`src/rtl/multiword_add_seq_if.sv`:
```
// Request/result bus of the sequential multi-word adder.
// The sub signal exists only when MULTIWORD_ADD_SEQ_SUB_EN is defined.
interface multiword_add_seq_if #(
    parameter int SLICES = 4
);
    logic                  in_valid;
    logic                  in_ready;
    logic [16*SLICES-1:0]  A;
    logic [16*SLICES-1:0]  B;
    logic                  cin;
`ifdef MULTIWORD_ADD_SEQ_SUB_EN
    logic                  sub;
`endif
    logic                  out_valid;
    logic                  out_ready;
    logic [16*SLICES-1:0]  S;
    logic                  C;

`ifdef MULTIWORD_ADD_SEQ_SUB_EN
    // Block side: accepts requests, produces results.
    modport slave (
        input  in_valid, A, B, cin, sub, out_ready,
        output in_ready, out_valid, S, C
    );
    // Requester/consumer side.
    modport master (
        output in_valid, A, B, cin, sub, out_ready,
        input  in_ready, out_valid, S, C
    );
`else
    // Block side: accepts requests, produces results.
    modport slave (
        input  in_valid, A, B, cin, out_ready,
        output in_ready, out_valid, S, C
    );
    // Requester/consumer side.
    modport master (
        output in_valid, A, B, cin, out_ready,
        input  in_ready, out_valid, S, C
    );
`endif
endinterface

```
`src/rtl/multiword_add_seq.sv`:
```
// Sequential multi-word adder: adds two 16*SLICES-bit operands one 16-bit
// slice per cycle through a shared external 16-bit adder, LSB slice first.
// Optional subtract mode (A-B via A + ~B + 1) is enabled by defining
// MULTIWORD_ADD_SEQ_SUB_EN. SLICES must be in 2..8.
module multiword_add_seq #(
    parameter int SLICES = 4
) (
    input  logic                clk,
    input  logic                rst_n,
    multiword_add_seq_if.slave  io,
    output logic [15:0]         add_a,
    output logic [15:0]         add_b,
    output logic                add_cin,
    input  logic [15:0]         add_s,
    input  logic                add_c,
    output logic                busy
);
    localparam int IW = $clog2(SLICES);
    localparam logic [IW-1:0] LAST = IW'(SLICES - 1);

    typedef enum logic [1:0] {IDLE, RUN, DONE} state_t;

    state_t                   state_q;
    logic [IW-1:0]            idx_q;
    logic                     carry_q;
    logic [SLICES-1:0][15:0]  a_q;
    logic [SLICES-1:0][15:0]  b_q;
    logic [SLICES-1:0][15:0]  s_q;
    logic [SLICES-1:0][15:0]  s_d;
    logic                     c_q;
    logic                     in_ready_q;
    logic                     out_valid_q;
    logic                     busy_q;
    logic                     cin_eff;
    logic                     sub_eff;

`ifdef MULTIWORD_ADD_SEQ_SUB_EN
    logic                     sub_q;
    // Subtraction starts with carry 1 to complete the two's complement of B.
    assign cin_eff = io.sub ? 1'b1 : io.cin;
    assign sub_eff = sub_q;
`else
    assign cin_eff = io.cin;
    assign sub_eff = 1'b0;
`endif

    // Shared adder operands are only driven while a slice is being processed.
    always_comb begin
        add_a   = '0;
        add_b   = '0;
        add_cin = 1'b0;
        if (state_q == RUN) begin
            add_a   = a_q[idx_q];
            add_b   = sub_eff ? ~b_q[idx_q] : b_q[idx_q];
            add_cin = carry_q;
        end
    end

    // Result image with the current slice's sum merged in.
    always_comb begin
        s_d = s_q;
        if (state_q == RUN)
            s_d[idx_q] = add_s;
    end

    // Control FSM with registered handshake outputs; operands are latched at
    // acceptance so later changes on the bus cannot corrupt the result.
    always_ff @(posedge clk or negedge rst_n) begin
        if (!rst_n) begin
            state_q     <= IDLE;
            idx_q       <= '0;
            carry_q     <= 1'b0;
            a_q         <= '0;
            b_q         <= '0;
            s_q         <= '0;
            c_q         <= 1'b0;
            in_ready_q  <= 1'b1;
            out_valid_q <= 1'b0;
            busy_q      <= 1'b0;
`ifdef MULTIWORD_ADD_SEQ_SUB_EN
            sub_q       <= 1'b0;
`endif
        end else begin
            case (state_q)
                IDLE: begin
                    if (io.in_valid) begin
                        a_q        <= io.A;
                        b_q        <= io.B;
                        carry_q    <= cin_eff;
                        idx_q      <= '0;
`ifdef MULTIWORD_ADD_SEQ_SUB_EN
                        sub_q      <= io.sub;
`endif
                        state_q    <= RUN;
                        in_ready_q <= 1'b0;
                        busy_q     <= 1'b1;
                    end
                end
                RUN: begin
                    s_q     <= s_d;
                    carry_q <= add_c;
                    idx_q   <= idx_q + IW'(1);
                    if (idx_q == LAST) begin
                        c_q         <= add_c;
                        idx_q       <= '0;
                        state_q     <= DONE;
                        out_valid_q <= 1'b1;
                    end
                end
                DONE: begin
                    if (io.out_ready) begin
                        state_q     <= IDLE;
                        out_valid_q <= 1'b0;
                        busy_q      <= 1'b0;
                        in_ready_q  <= 1'b1;
                    end
                end
                default: begin
                    state_q     <= IDLE;
                    idx_q       <= '0;
                    out_valid_q <= 1'b0;
                    busy_q      <= 1'b0;
                    in_ready_q  <= 1'b1;
                end
            endcase
        end
    end

    assign io.in_ready  = in_ready_q;
    assign io.out_valid = out_valid_q;
    assign io.S         = s_q;
    assign io.C         = c_q;
    assign busy         = busy_q;

endmodule
```
`src/flat_wrapper.sv`:
```
// flat-port wrapper written by rule: the top's interface ports become plain ports
module multiword_add_seq_flat 
#(
    parameter int SLICES = 4
)
  (clk, rst_n, add_a, add_b, add_cin, add_s, add_c, busy, io_in_valid, io_A, io_B, io_cin, io_out_ready, io_in_ready, io_out_valid, io_S, io_C);
  multiword_add_seq_if #(.SLICES(SLICES)) io_i ();
  input  logic clk;
  input  logic rst_n;
  output logic [15:0] add_a;
  output logic [15:0] add_b;
  output logic add_cin;
  input  logic [15:0] add_s;
  input  logic add_c;
  output logic busy;
  input wire logic [$bits(io_i.in_valid)-1:0] io_in_valid;
  input wire logic [$bits(io_i.A)-1:0] io_A;
  input wire logic [$bits(io_i.B)-1:0] io_B;
  input wire logic [$bits(io_i.cin)-1:0] io_cin;
  input wire logic [$bits(io_i.out_ready)-1:0] io_out_ready;
  output wire logic [$bits(io_i.in_ready)-1:0] io_in_ready;
  output wire logic [$bits(io_i.out_valid)-1:0] io_out_valid;
  output wire logic [$bits(io_i.S)-1:0] io_S;
  output wire logic [$bits(io_i.C)-1:0] io_C;
  assign io_i.in_valid = io_in_valid;
  assign io_i.A = io_A;
  assign io_i.B = io_B;
  assign io_i.cin = io_cin;
  assign io_i.out_ready = io_out_ready;
  assign io_in_ready = io_i.in_ready;
  assign io_out_valid = io_i.out_valid;
  assign io_S = io_i.S;
  assign io_C = io_i.C;
  multiword_add_seq #(.SLICES(SLICES)) u_core (.clk(clk), .rst_n(rst_n), .io(io_i), .add_a(add_a), .add_b(add_b), .add_cin(add_cin), .add_s(add_s), .add_c(add_c), .busy(busy));
endmodule
```
`config.mk`:
```
export PLATFORM = sky130hd
export DESIGN_NAME = multiword_add_seq_flat
export DESIGN_NICKNAME = d
export VERILOG_FILES = /design/src/rtl/multiword_add_seq_if.sv /design/src/rtl/multiword_add_seq.sv /design/src/flat_wrapper.sv
export SDC_FILE = /design/constraint.sdc
export NUM_CORES = 1
export LEC_CHECK = 0
export CAP_MARGIN = 20
export CORE_MARGIN = 2
export CORE_UTILIZATION = 30
export CTS_BUF_LIST = sky130_fd_sc_hd__clkbuf_4
export CTS_CLUSTER_DIAMETER = 60
export CTS_CLUSTER_SIZE = 20
export DETAILED_ROUTE_END_ITERATION = 10
export REMOVE_ABC_BUFFERS = 1
export SYNTH_ARGS = -nofsm -noshare
export SYNTH_HDL_FRONTEND = slang
export SYNTH_SLANG_ARGS = --single-unit
```
`constraint.sdc`:
```
create_clock -name clk -period 2.4 [get_ports clk]
set_input_delay 0.72 -clock clk [delete_from_list [all_inputs] [get_ports clk]]
set_output_delay 0.72 -clock clk [all_outputs]
set_load 0.01 [all_outputs]
```
==> out/results.tsv <==
metric	value	unit
run_status	finished with violations	
failed_checks	setup timing	
num-nets-final	1009	
finalWorstPathRequiredPeriod	2720	ps
ys_ff_latch	201	
detail_route.drc_violations	0	
clk-insertion-delay-late	700	ps
htreeDepth	1	
setup.worst_path.class	flip-flop to primary output	
drive_above_1_share	0.397	
setup_violations	32	
synth_top_cells_by_area	sky130_fd_sc_hd__dfrtp_1, sky130_fd_sc_hd__mux2_2, sky130_fd_sc_hd__mux2i_1	
viasPerCell	4.54	
worstPathArrival	2000	ps
worst_clock_skew	63.5	ps
drt_pass1_iterations	4	
global_route.usage.total	0.147	
remaining_overflow_grt	0	
fillers	2699	
crit_chain	buf_12 > buf_6 > mux2i_4 > o22ai_2 > buf_6	
grt_pass1_vias	6365	
report.power.total	0.0164	W
cts_tree	built	
achievable-frequency	368	MHz
wire_length_of_the_first_global_routing_pass	36000	um
core_area	0.0287	mm2
yosys_warn_count	0	
r2r_start	u_core.state_q[0]	
path_clk_slew	170	ps
final_hold_viol_count	0	
yosysTopAreaCellShare	0.572	
initial_core_utilization	0.305	
start_kind	flip-flop	
die_height	175	um
routed_wire_length_per_instance	17.9	um
synth_enable_flop_cells	0	
drtAntennaViolNets	0	
end_kind	primary output	
tritoncts.num_buffers	24	
cts_sinks	201	
hold-worst-slack	519	ps
critPathMostFrequentCell	sky130_fd_sc_hd__buf_6	
clock_path_buffers	3	
grt_setup_unrepaired	true	
critical_path.max_fanout	6	
power_per_unit_of_standard_cell_area	1320	mW/mm2
dominantRegCellSynth	sky130_fd_sc_hd__dfrtp_1	
setup_ws	-315	ps
synth.cells.most_frequent	sky130_fd_sc_hd__dfrtp_1, sky130_fd_sc_hd__mux2_2, sky130_fd_sc_hd__mux2i_1, sky130_fd_sc_hd__mux2_4, sky130_fd_sc_hd__o22ai_1	
max_slew.worst_pin.slew	446	ps
boundaryPins	251	
slew-limit-headroom	0.703	
drtIter0Drc	147	
syn_avg_cell_area	15.5	um2
vdd_drop_max	0.717	mV
globalplace.congestion	0.751	
pin_count_of_the_biggest_net_entering_global_routing	59	
max-cap-violations	0	
placement.io_buffers	250	
critical-path-slowest-cell	sky130_fd_sc_hd__dfrtp_4	
tightest_hold_check_type	input pin to async pin	
beginning_of_the_critical_path	u_core.idx_q[1]	
synth_cells	564	
synth_area	0.00875	mm2
worstPathRequired	1680	ps
final_core_utilization	0.433	
fp-row-count	62	
flow.area_growth_from_synthesis	42.1	%
ys_seq_area_frac	0.575	
antenna-diode-count	0	
power.static_leakage	5.48	nW
antenna_found_initial	2	
critical-path-max-stage-delay	560	ps
synth_cell_type_count	25	
vias	5713	
width_of_the_die	175	um
die_area	0.0305	mm2
min_period_over_period	1.13	
cts.root.buffer_cell	sky130_fd_sc_hd__clkbuf_4	
yosys.cell_count.top_type	sky130_fd_sc_hd__dfrtp_1	
timing_max_transition_violations_final	0	
netlist.top_cell.by_area	sky130_fd_sc_hd__dfrtp_1	
postSynth.asyncResetShare	1.00	
dpl.hpwl	15800	um
drt-total-wl	22600	um
## timing repair
action                                  4_1_cts  5_1_grt
pin swaps                                     7        7
buffers inserted                             10        1
hold buffers                                  1        0
resized for setup                           220       36
gates cloned                                  2        0
endpoints found under the hold margin        42        0
endpoints found under the setup margin       94       40
## final timing paths
| check | to | slack [ps] | cells past startpoint |
|---|---|---|---|
| worst min register to register | u_core.b_q[14] | 520 | 1 |
| max in group asynchronous | u_core.b_q[51] | 1130 | 3 |
| worst max register to register | u_core.a_q[19] | 530 | 6 |
| worst min-delay path | u_core.io.S[18] | 520 | 2 |
| worst max-delay path | add_a[7] | -320 | 5 |
| min in group clk | u_core.b_q[14] | 520 | 1 |
## per-stage QoR
stage               TNS, ps  setup WS, ps  instances  instance area (um2)
finish                -8760          -315       1257                12400
global route         -12600          -434       1257                12400
CTS                  -12050          -467       1259                12400
detailed placement    -41.6         -27.9       1202                11900
global placement      -51.1         -35.1       1202                11900
floorplan           -599620         -3920        529                 8470
## registers in the layout, summed over array words and instances, names as in the netlist
name and flops:
u_core.b_q 64, u_core.io.out_valid 1, u_core.a_q 64, u_core.io.in_ready 1, u_core.idx_q 2, u_core.state_q 2
u_core.io.C 1, u_core.busy 1, u_core.carry_q 1, u_core.io.S 64
## layer usage
metal,track usage,vias to the layer above,wire length (um)
li1,-,2636,-
met1,0.198,2831,10200
met2,0.223,212,9680
met3,0.0614,30,2250
met4,0.0267,4,405
met5,0,-,18
## kinds of logic after synthesis
group,share of synthesized area
buffers and inverters,0.0336
DFF,0.575
muxes,0.338
adders and majority gates,0.00572
and+or+nand+nor,0.0170
AOI/OAI and AO/OA,0.0302
## placed cells by master (no fill, tap or decap), types with 5 or more instances in the layout
| cell type | netlist | routed |
|---|---|---|
| sky130_fd_sc_hd__inv_8 | 0 | 5 |
| sky130_fd_sc_hd__buf_4 | 6 | 20 |
| sky130_fd_sc_hd__a21oi_1 | 5 | 5 |
| sky130_fd_sc_hd__buf_12 | 0 | 19 |
| sky130_fd_sc_hd__o22ai_2 | 0 | 5 |
| sky130_fd_sc_hd__clkbuf_4 | 0 | 25 |
| sky130_fd_sc_hd__buf_6 | 15 | 16 |
| sky130_fd_sc_hd__buf_2 | 13 | 27 |
| sky130_fd_sc_hd__mux2_4 | 39 | 39 |
| sky130_fd_sc_hd__dlymetal6s2s_1 | 0 | 7 |
| sky130_fd_sc_hd__dlygate4sd2_1 | 0 | 61 |
| sky130_fd_sc_hd__mux2i_2 | 0 | 9 |
| sky130_fd_sc_hd__mux2i_1 | 64 | 54 |
| sky130_fd_sc_hd__clkdlybuf4s50_1 | 0 | 148 |
| sky130_fd_sc_hd__nand2_4 | 4 | 5 |
| sky130_fd_sc_hd__o22ai_1 | 32 | 26 |
| sky130_fd_sc_hd__dfrtp_1 | 200 | 199 |
| sky130_fd_sc_hd__mux2_2 | 154 | 154 |
## report_power, final
group,leakage [nW],total (W),switching [W],internal [W]
registers,2.35,0.00605,0.000931,0.00512
logic,2.92,0.00811,0.00341,0.00470
clock network,0.217,0.00224,0.00147,0.000765
total,5.48,0.0164,0.00582,0.0106
## layout make-up
type                    instances  area (um2)  area share
flip-flops and latches        201        5030       0.405
multi-input cells             325        3530       0.284
repair buffers                300        2970       0.239
well taps                     384         480      0.0386
clock inverters                19         213      0.0171
clock buffers                  25         188      0.0151
inverters                       3        11.3    0.000906
## critical path, delay by kind of cell (launching register included)
| family | cells | cell delay (ps) |
|---|---|---|
| AO/OA/AOI/OAI | 1 | 160 |
| buffers and inverters | 3 | 410 |
| flip-flops | 1 | 560 |
| multiplexers | 1 | 180 |
No activity file was read; power rests on OpenSTA's default activity.
